File: src/rtl/serv_bufreg_w.sv
// Buffer register for the bit-serial core, W bits per cycle: accumulates rs1+imm
// into a 32-bit address/operand register, then shifts and streams it out LSB-first.
module serv_bufreg_w #(
    parameter int W   = 1,
    parameter int MDU = 0
) (
    input  logic          i_clk,
    input  logic          i_rst_n,
    input  logic          i_cnt0,
    input  logic          i_cnt1,
    input  logic          i_en,
    input  logic          i_init,
    input  logic          i_mdu_en,
    input  logic          i_rs1_en,
    input  logic          i_imm_en,
    input  logic          i_clr_lsb,
    input  logic          i_sh_signed,
    input  logic          i_mem_half,
    input  logic          i_mem_word,
    input  logic [W-1:0]  i_rs1,
    input  logic [W-1:0]  i_imm,
    output logic [W-1:0]  o_q,
    output logic [1:0]    o_lsb,
    output logic          o_misalign,
    output logic [31:0]   o_dbus_adr,
    output logic [31:0]   o_mdu_rs1
);

    logic [31:0]  data;
    logic [1:0]   lsb;
    logic         c_r;
    logic [W-1:0] a;
    logic [W-1:0] b;
    logic [W-1:0] q;
    logic         c;

    always_comb begin
        a = i_rs1 & {W{i_rs1_en}};
        b = i_imm & {W{i_imm_en}};
        if (i_cnt0 && i_clr_lsb)
            b[0] = 1'b0;
        {c, q} = {1'b0, a} + {1'b0, b} + {{W{1'b0}}, c_r};
    end

    // Carry is only kept across back-to-back enabled chunks, so any idle cycle isolates passes.
    always_ff @(posedge i_clk or negedge i_rst_n) begin
        if (!i_rst_n) begin
            data <= 32'd0;
            c_r  <= 1'b0;
        end else begin
            c_r <= c & i_en;
            if (i_en) begin
                if (i_init)
                    data <= {q, data[31:W]};
                else
                    data <= {{W{data[31] & i_sh_signed}}, data[31:W]};
            end
        end
    end

    generate
        if (W == 1) begin : gen_lsb_serial
            // Serial mode sees only one address bit per chunk, so the two low bits arrive on cnt0 and cnt1.
            always_ff @(posedge i_clk or negedge i_rst_n) begin
                if (!i_rst_n) begin
                    lsb <= 2'b00;
                end else if (i_init && i_en) begin
                    if (i_cnt0)
                        lsb[0] <= q[0];
                    if (i_cnt1)
                        lsb[1] <= q[0];
                end
            end
        end else begin : gen_lsb_wide
            logic unused_cnt1;
            assign unused_cnt1 = i_cnt1;
            always_ff @(posedge i_clk or negedge i_rst_n) begin
                if (!i_rst_n)
                    lsb <= 2'b00;
                else if (i_init && i_en && i_cnt0)
                    lsb <= q[1:0];
            end
        end
    endgenerate

    assign o_q        = data[W-1:0] & {W{i_en}};
    assign o_dbus_adr = {data[31:2], 2'b00};
    assign o_mdu_rs1  = data;
    assign o_lsb      = ((MDU != 0) && i_mdu_en) ? 2'b00 : lsb;
    assign o_misalign = (i_mem_word & (|lsb)) | (i_mem_half & lsb[0]);

endmodule

File: config.mk
export PLATFORM = sky130hd
export DESIGN_NAME = serv_bufreg_w
export DESIGN_NICKNAME = d
export VERILOG_FILES = /design/src/rtl/serv_bufreg_w.sv
export SDC_FILE = /design/constraint.sdc
export NUM_CORES = 1
export LEC_CHECK = 0
export CORE_UTILIZATION = 41
export DETAILED_ROUTE_END_ITERATION = 12
export PLACE_DENSITY = 0.87
export SKIP_CTS_REPAIR_TIMING = 1
export SLEW_MARGIN = 0
export SYNTH_ARGS = -nofsm -noshare
export SYNTH_HDL_FRONTEND = slang
export SYNTH_SLANG_ARGS = --single-unit
File: constraint.sdc
create_clock -name i_clk -period 1.3 [get_ports i_clk]
set_input_delay 0.13 -clock i_clk [delete_from_list [all_inputs] [get_ports i_clk]]
set_output_delay 0.13 -clock i_clk [all_outputs]
set_load 0.01 [all_outputs]
### Word-level counts from Yosys, hierarchy flattened

Cells that the tools add are included.

| word-level totals | value |
|---|---|
| register bits | 35 |
| bits of input ports | 15 |
| output and inout port bits | 68 |
| word-level logic and storage cells | 21 |

| operators by class | value |
|---|---|
| add/sub/neg operators | 2 |
| muxes and demuxes | 2 |
| bitwise gates (word level) | 8 |
| reductions and logical operators | 5 |

Operator list:

| cell | number |
|---|---|
| $mux W32 | 1 |
| $and A1 B1 Y1 | 7 |
| $reduce_and A2 Y1 | 2 |
| $add A1 B1 Y2 | 1 |
| $add A2 B1 Y2 | 1 |
| $logic_and A1 B1 Y1 | 2 |
| $reduce_or A2 Y1 | 1 |
| $mux W1 | 1 |
| $or A1 B1 Y1 | 1 |

### Longest topological paths before layout

Gate-level depths: netlist of the first run.

| logic depth | value |
|---|---|
| depth after elaboration | 5 |
| gate-level depth with buffers | 5 |
| depth with buffers taken out | 4 |

### Worst setup path before layout of the first run

OpenSTA, ideal clock, no wires.

| timing path | value |
|---|---|
| kind | register to register |
| start | reg c_r |
| end | reg lsb[1] (netlist: o_lsb[1]) |
| setup time | 0.127 ns |
| arrival | 0.981 ns |
| data required time | 1.173 ns |
| path slack | 0.192 ns |
| cell stages (with the launch flop) | 4 |
| buffers on the path | 0 |
| period minus slack after synthesis | 1.108 ns |
| cell sequence | dfrtp_1 inv_1 fa_1 o21ai_0 |

| between the ends | value |
|---|---|
| cells in the longest elaborated chain, start to end | 1 |

Ends and longest elaborated chain:

| element | RTL line | text |
|---|---|---|
| from (decl) | 31 | `logic c_r;` |
| from (signal assigned) | 51 | `c_r <= c & i_en;` |
| $add A2 B1 Y2 | 42 | `{c, q} = {1'b0, a} + {1'b0, b} + {{W{1'b0}}, c_r};` |
| to (signal assigned) | 71 | `lsb[1] <= q[0];` |
| to (decl) | 30 | `logic [1:0] lsb;` |

Every way passes these cells.
A chain may end at the register's enable or synchronous reset.

### Worst setup path after layout of the first run

| timing path | value |
|---|---|
| start | in i_cnt0 |
| end | reg lsb[1] (netlist: o_lsb[1]) |

| between the ends | value |
|---|---|
| cells in the longest elaborated chain, start to end | 4 |

Ends and longest elaborated chain:

| element | RTL line | text |
|---|---|---|
| from (decl) | 9 | `input logic i_cnt0,` |
| $logic_and A1 B1 Y1 | 40 | `if (i_cnt0 && i_clr_lsb)` |
| $mux W1 | 40 |  |
| $add A1 B1 Y2 | 42 |  |
| $add A2 B1 Y2 | 42 |  |

Every way passes these cells.

==> results of run 1 <==
==> cells in the mapped netlist, drive strengths merged (2+ instances only) <==
| cell type | number |
|---|---|
| nand3 | 3 |
| buf | 36 |
| dfrtp | 35 |
| nor2 | 2 |
| o21ai | 3 |
| mux2 | 31 |
| nand2 | 5 |
| inv | 2 |
==> layer usage <==
layer / GRT usage / up-vias
met3: 0.0355 / 4
li1: - / 501
met2: 0.226 / 31
met1: 0.192 / 526
met5: 0 / -
met4: 0.0745 / 0
==> worst max-delay path by stage <==
| stage | slack [ps] | endpoint |
|---|---|---|
| 2_1_floorplan | 190 | o_lsb[1] |
| 3_3_place_gp | -150 | o_lsb[1] |
| 3_5_place_dp | -180 | o_lsb[1] |
| 4_1_cts | -190 | o_misalign |
| 5_1_grt | 50 | o_lsb[1] |
| 6_report | 90 | o_lsb[1] |
==> worst register-to-register path, stage by stage (launching register included) <==
cell	delay [ps]
dfrtp_1	320
inv_1	50
fa_1	570
o21ai_1	90
==> where the power goes <==
group / internal (mW) / switching, mW / total (mW)
Combinational: 1.50 / 0.816 / 2.32
Clock: 0.415 / 0.352 / 0.767
Sequential: 1.43 / 0.327 / 1.76
==> flip-flops by register name, indices dropped and copies added (netlist names) <==
signal,count
o_lsb,2
o_mdu_rs1,32
c_r,1
==> cells by family after synthesis <==
family                   share of synthesized area
flip-flops                                   0.503
adder cells (fa/ha/maj)                     0.0115
AND/OR/NAND/NOR                             0.0309
other                                      0.00215
multiplexers                                 0.252
buffers and inverters                        0.183
AO/OA/AOI/OAI                               0.0165
==> layout make-up <==
type / instances / area (sq um)
inverter: 2 / 7.51
clock buffer: 6 / 82.6
multi-input combinational: 51 / 549
sequential: 35 / 876
tap: 50 / 62.6
fill: 290 / 1380
timing repair buffer: 93 / 1070
clock inverter: 1 / 5.00
==> flow_metrics.env, run 1 <==
export IMPL_path_class="input pin to flop"
export IMPL_synth_cell_types=18
export IMPL_hpwl_um=2340
export IMPL_overflow=0
export IMPL_dp_slack_ps=-184
export IMPL_crit_family="adder cells"
export IMPL_grt_pass1_vias=981
export IMPL_nNetsFinal=204
export IMPL_cpPeakStageDelay_ps=530
export IMPL_r2r_slack_ps=140
export IMPL_hold_violations=0
export IMPL_max_freq_mhz=824
export IMPL_finalClockSkew_ps=3.65
export IMPL_via_per_inst=4.46
export IMPL_yosys_area_top_type="dfrtp_1"
export IMPL_most_common_layout_cells="dlymetal6s2s_1, dfrtp_1, mux2_4"
export IMPL_cp_num_cells=5
export IMPL_yosysTopAreaCellShare=0.503
export IMPL_synth_edff_count=0
export IMPL_synth_seq_area_share=0.503
export IMPL_syn_to_final_growth_pct=52.2
export IMPL_status="complete, no violations"
export IMPL_antenna_left=0
export IMPL_cp_end_kind="flop"
export IMPL_whs_ps=326
export IMPL_crit_chain="clkdlybuf4s50_1, nand2_1, nand3_1, fa_1, o21ai_1"
export IMPL_timing_final_ws_setup_ps=86.5
export IMPL_ys_ff_latch=35
export IMPL_core_sq_um=4030
export IMPL_cts_made_buffers=5
export IMPL_met3WireLength_um=117
export IMPL_setup_viol=0
export IMPL_first_pass_iters=4
export IMPL_wl_um=3550
export IMPL_dieWidth_um=67.2
export IMPL_hold_path_class="input pin to async pin"
export IMPL_dieArea_sq_um=4510
export IMPL_final_common_cell="dlymetal6s2s_1"
export IMPL_crit_path_max_fanout=3
export IMPL_yosys_warnings=0
export IMPL_cts_sinks=35
export IMPL_dp_cells=221
export IMPL_startpoint="i_cnt0"
export IMPL_rows=23
export IMPL_syn_area_sq_um=1740
export IMPL_slew_viol_final=0
export IMPL_p_total_mw=4.85
export IMPL_leakage_nw=2.19
export IMPL_post_route_drc_count=0
export IMPL_grt_max_degree=19
export IMPL_grt_pass1_wl_um=4920
export IMPL_numPortBuffers=79
export IMPL_layout_cells_non_filler=238
export IMPL_async_flop_share=1.00
export IMPL_drive_above_1_share=0.282
export IMPL_r2r_end="o_lsb[1]"
export IMPL_syn_inst=123
export IMPL_ir_drop_mv=1.23
export IMPL_grtUsageTotal=0.147
export IMPL_rsz0062_at_grt="false"
export IMPL_setup_tns_ps=0
export IMPL_die_h_um=67.2
export IMPL_power_density_nw_per_um2=1830
export IMPL_drt_met1_wl_um=1460
export IMPL_cts_root_buffer="clkbuf_8"
export IMPL_critPathSlowestCell="fa_1"
export IMPL_avgRoutedWirePerCell_um=14.9
export IMPL_placed_area_sq_um=2320
export IMPL_cap_violations=0
export IMPL_clock_tree_buffer_depth=2
export IMPL_initial_core_util=0.432
export IMPL_n_antenna_cell=0
export IMPL_critPathBufInv=1
export IMPL_vias=1062
export IMPL_r2r_cells=3
export IMPL_final_min_clock_period_ps=1210
export IMPL_finish_utilization=0.657
export IMPL_final_area_sq_um=2650
export IMPL_antenna_found_initial=0
export IMPL_r2r_start="c_r"
export IMPL_topRoutingLayerUsed="met4"
export IMPL_worst_setup_path_start_kind="input pin"
export IMPL_syn_area_per_cell_sq_um=14.1
export IMPL_fin_crit_sh=0.933
export IMPL_insertion_delay_ps=270
export IMPL_wl_met2_um=1930
export IMPL_h_tree_depth=2
export IMPL_required_ps=1450
export IMPL_synth_ff_type="dfrtp_1"
export IMPL_gp_congestion=0.677
export IMPL_drt_iter0_markers=31
export IMPL_synth_area_leaders="dfrtp_1, mux2_4, buf_4"
export IMPL_io_pins=83
export IMPL_cts_tree="yes"
export IMPL_cp_data_arrival_time_ps=1370
export IMPL_clk_pin_slew_worst_paths_ps=70
Power figures use the tool's default switching activity.
==> inputs of run 2 (changes only) <==
--- a/config.mk
+++ b/config.mk
@@ -5,9 +5,11 @@
 export SDC_FILE = /design/constraint.sdc
 export NUM_CORES = 1
 export LEC_CHECK = 0
-export CORE_UTILIZATION = 41
+export CELL_PAD_IN_SITES_DETAIL_PLACEMENT = 1
+export CELL_PAD_IN_SITES_GLOBAL_PLACEMENT = 1
+export CORE_UTILIZATION = 31
 export DETAILED_ROUTE_END_ITERATION = 12
-export PLACE_DENSITY = 0.87
+export PLACE_DENSITY = 0.86
 export SKIP_CTS_REPAIR_TIMING = 1
 export SLEW_MARGIN = 0
 export SYNTH_ARGS = -nofsm -noshare
==> run 2 against run 1 <==
Design area grew 5.5%. Sequential cell count did not move. Cell count up 13%. Wire length rose by 19%. Sequential power about the same. Utilization down 13 points. Critical path depth stayed put. Count of clock-buffer cells in the layout unchanged. Combinational power is 6% higher. Critical path type unchanged. Critical endpoint unchanged. Largest cell class unchanged. Highest routed layer unchanged.
==> flow_metrics.env, run 2 (same netlist as run 1, synthesis figures left out) <==
export IMPL_status="complete, no violations"
export IMPL_numPortBuffers=79
export IMPL_r2r_slack_ps=140
export IMPL_drt_iter0_markers=35
export IMPL_hold_end="o_mdu_rs1[31]"
export IMPL_clock_tree_buffer_depth=2
export IMPL_h_tree_depth=2
export IMPL_dieArea_sq_um=5920
export IMPL_crit_path_max_fanout=3
export IMPL_final_min_clock_period_ps=1200
export IMPL_insertion_delay_ps=280
export IMPL_first_pass_iters=2
export IMPL_antenna_found_initial=0
export IMPL_cp_end_kind="flop"
export IMPL_die_h_um=76.9
export IMPL_fin_crit_sh=0.926
export IMPL_crit_chain="clkdlybuf4s50_1, nand2_1, nand3_1, fa_1, o21ai_0"
export IMPL_r2r_end="o_lsb[1]"
export IMPL_drive_above_1_share=0.322
export IMPL_crit_family="adder cells"
export IMPL_hold_start="i_en"
export IMPL_dp_slack_ps=-210
export IMPL_n_antenna_cell=0
export IMPL_cp_num_cells=5
export IMPL_nNetsFinal=214
export IMPL_dieWidth_um=76.9
export IMPL_grt_pass1_wl_um=5600
export IMPL_most_common_layout_cells="dlymetal6s2s_1, dfrtp_1, mux2_4"
export IMPL_r2r_cells=3
export IMPL_ir_drop_mv=1.01
export IMPL_cp_data_arrival_time_ps=1370
export IMPL_path_class="input pin to flop"
export IMPL_via_per_inst=4.23
export IMPL_vias=1139
export IMPL_cap_violations=0
export IMPL_cts_sinks=35
export IMPL_max_freq_mhz=830
export IMPL_final_common_cell="dlymetal6s2s_1"
export IMPL_cts_made_buffers=5
export IMPL_gp_congestion=0.683
export IMPL_holdPathStages=4
export IMPL_dp_cells=241
export IMPL_hold_violations=0
export IMPL_critPathBufInv=1
export IMPL_slew_viol_final=0
export IMPL_clk_pin_slew_worst_paths_ps=70
export IMPL_antenna_left=0
export IMPL_critPathSlowestCell="fa_1"
export IMPL_cts_tree="yes"
export IMPL_grt_pass1_vias=1038
export IMPL_grt_max_degree=21
export IMPL_power_density_nw_per_um2=1910
export IMPL_post_route_drc_count=0
export IMPL_leakage_nw=2.26
export IMPL_largest_reg_flops=32
export IMPL_required_ps=1460
export IMPL_hpwl_um=2580
export IMPL_avgRoutedWirePerCell_um=15.7
export IMPL_io_pins=83
export IMPL_syn_to_final_growth_pct=60.6
export IMPL_worst_setup_path_start_kind="input pin"
export IMPL_cpPeakStageDelay_ps=540
export IMPL_startpoint="i_cnt0"
export IMPL_layout_cells_non_filler=269
export IMPL_rows=26
export IMPL_overflow=0
export IMPL_setup_viol=0
export IMPL_rsz0062_at_grt="false"
export IMPL_hold_path_class="input pin to flop"
export IMPL_cts_root_buffer="clkbuf_8"
export IMPL_grtUsageTotal=0.123
export IMPL_initial_core_util=0.330
export IMPL_wl_um=4220
export IMPL_core_sq_um=5270
export IMPL_finalClockSkew_ps=6.16
export IMPL_timing_final_ws_setup_ps=95.6
export IMPL_r2r_start="c_r"
## run 2: cell count changes in the layout (fill, tap and decap cells not counted), sizes merged
cell / change
buf: +10
clkinv: -1
bufinv: +2
## run 2: power by group
| part | internal, mW | switching, mW |
|---|---|---|
| sequential | 1.44 | 0.316 |
| clock | 0.767 | 0.380 |
| combinational | 1.57 | 0.880 |
| total | 3.77 | 1.58 |
## run 2: worst max path at each step
stage / endpoint / slack (ps)
floorplan: o_lsb[1] / 190
global placement: o_lsb[1] / -150
detailed placement: o_lsb[1] / -210
CTS: o_misalign / -210
global route: o_lsb[1] / 50
finish: o_lsb[1] / 100
## run 2: worst register-to-register path, stage by stage (launching register included)
cell and delay, ps:
dfrtp_1 320, inv_1 50, fa_1 570, o21ai_0 100
## run 2: metrics by stage
stage               setup TNS, ps  hold WS, ps  instance area (sq um)  utilization  total power, mW
CTS                         -5680         -235                   2480        0.470             5.32
detailed placement           -704         73.7                   2340        0.445             4.13
global placement             -522         63.6                   2340        0.445             4.07
global route                    0          323                   2800        0.530             5.62
finish                          0          316                   2800        0.530             5.35
floorplan                       0         -166                   1740            -             3.06
## run 2: layer usage
layer / track usage / vias to the layer above / routed length, um
met1: 0.155 / 556 / 1710
met2: 0.188 / 52 / 2160
met4: 0.0577 / 0 / 54
met5: 0 / - / 0
li1: - / 523 / -
met3: 0.0405 / 8 / 298
## run 2: area by class of cell
| cell class | instances | area [sq um] |
|---|---|---|
| Clock buffer | 6 | 72.6 |
| Clock inverter | 2 | 60.1 |
| Fill cell | 534 | 2470 |
| Inverter | 2 | 7.51 |
| Multi-Input combinational cell | 51 | 549 |
| Sequential cell | 35 | 877 |
| Tap cell | 70 | 87.6 |
| Timing Repair Buffer | 103 | 1140 |
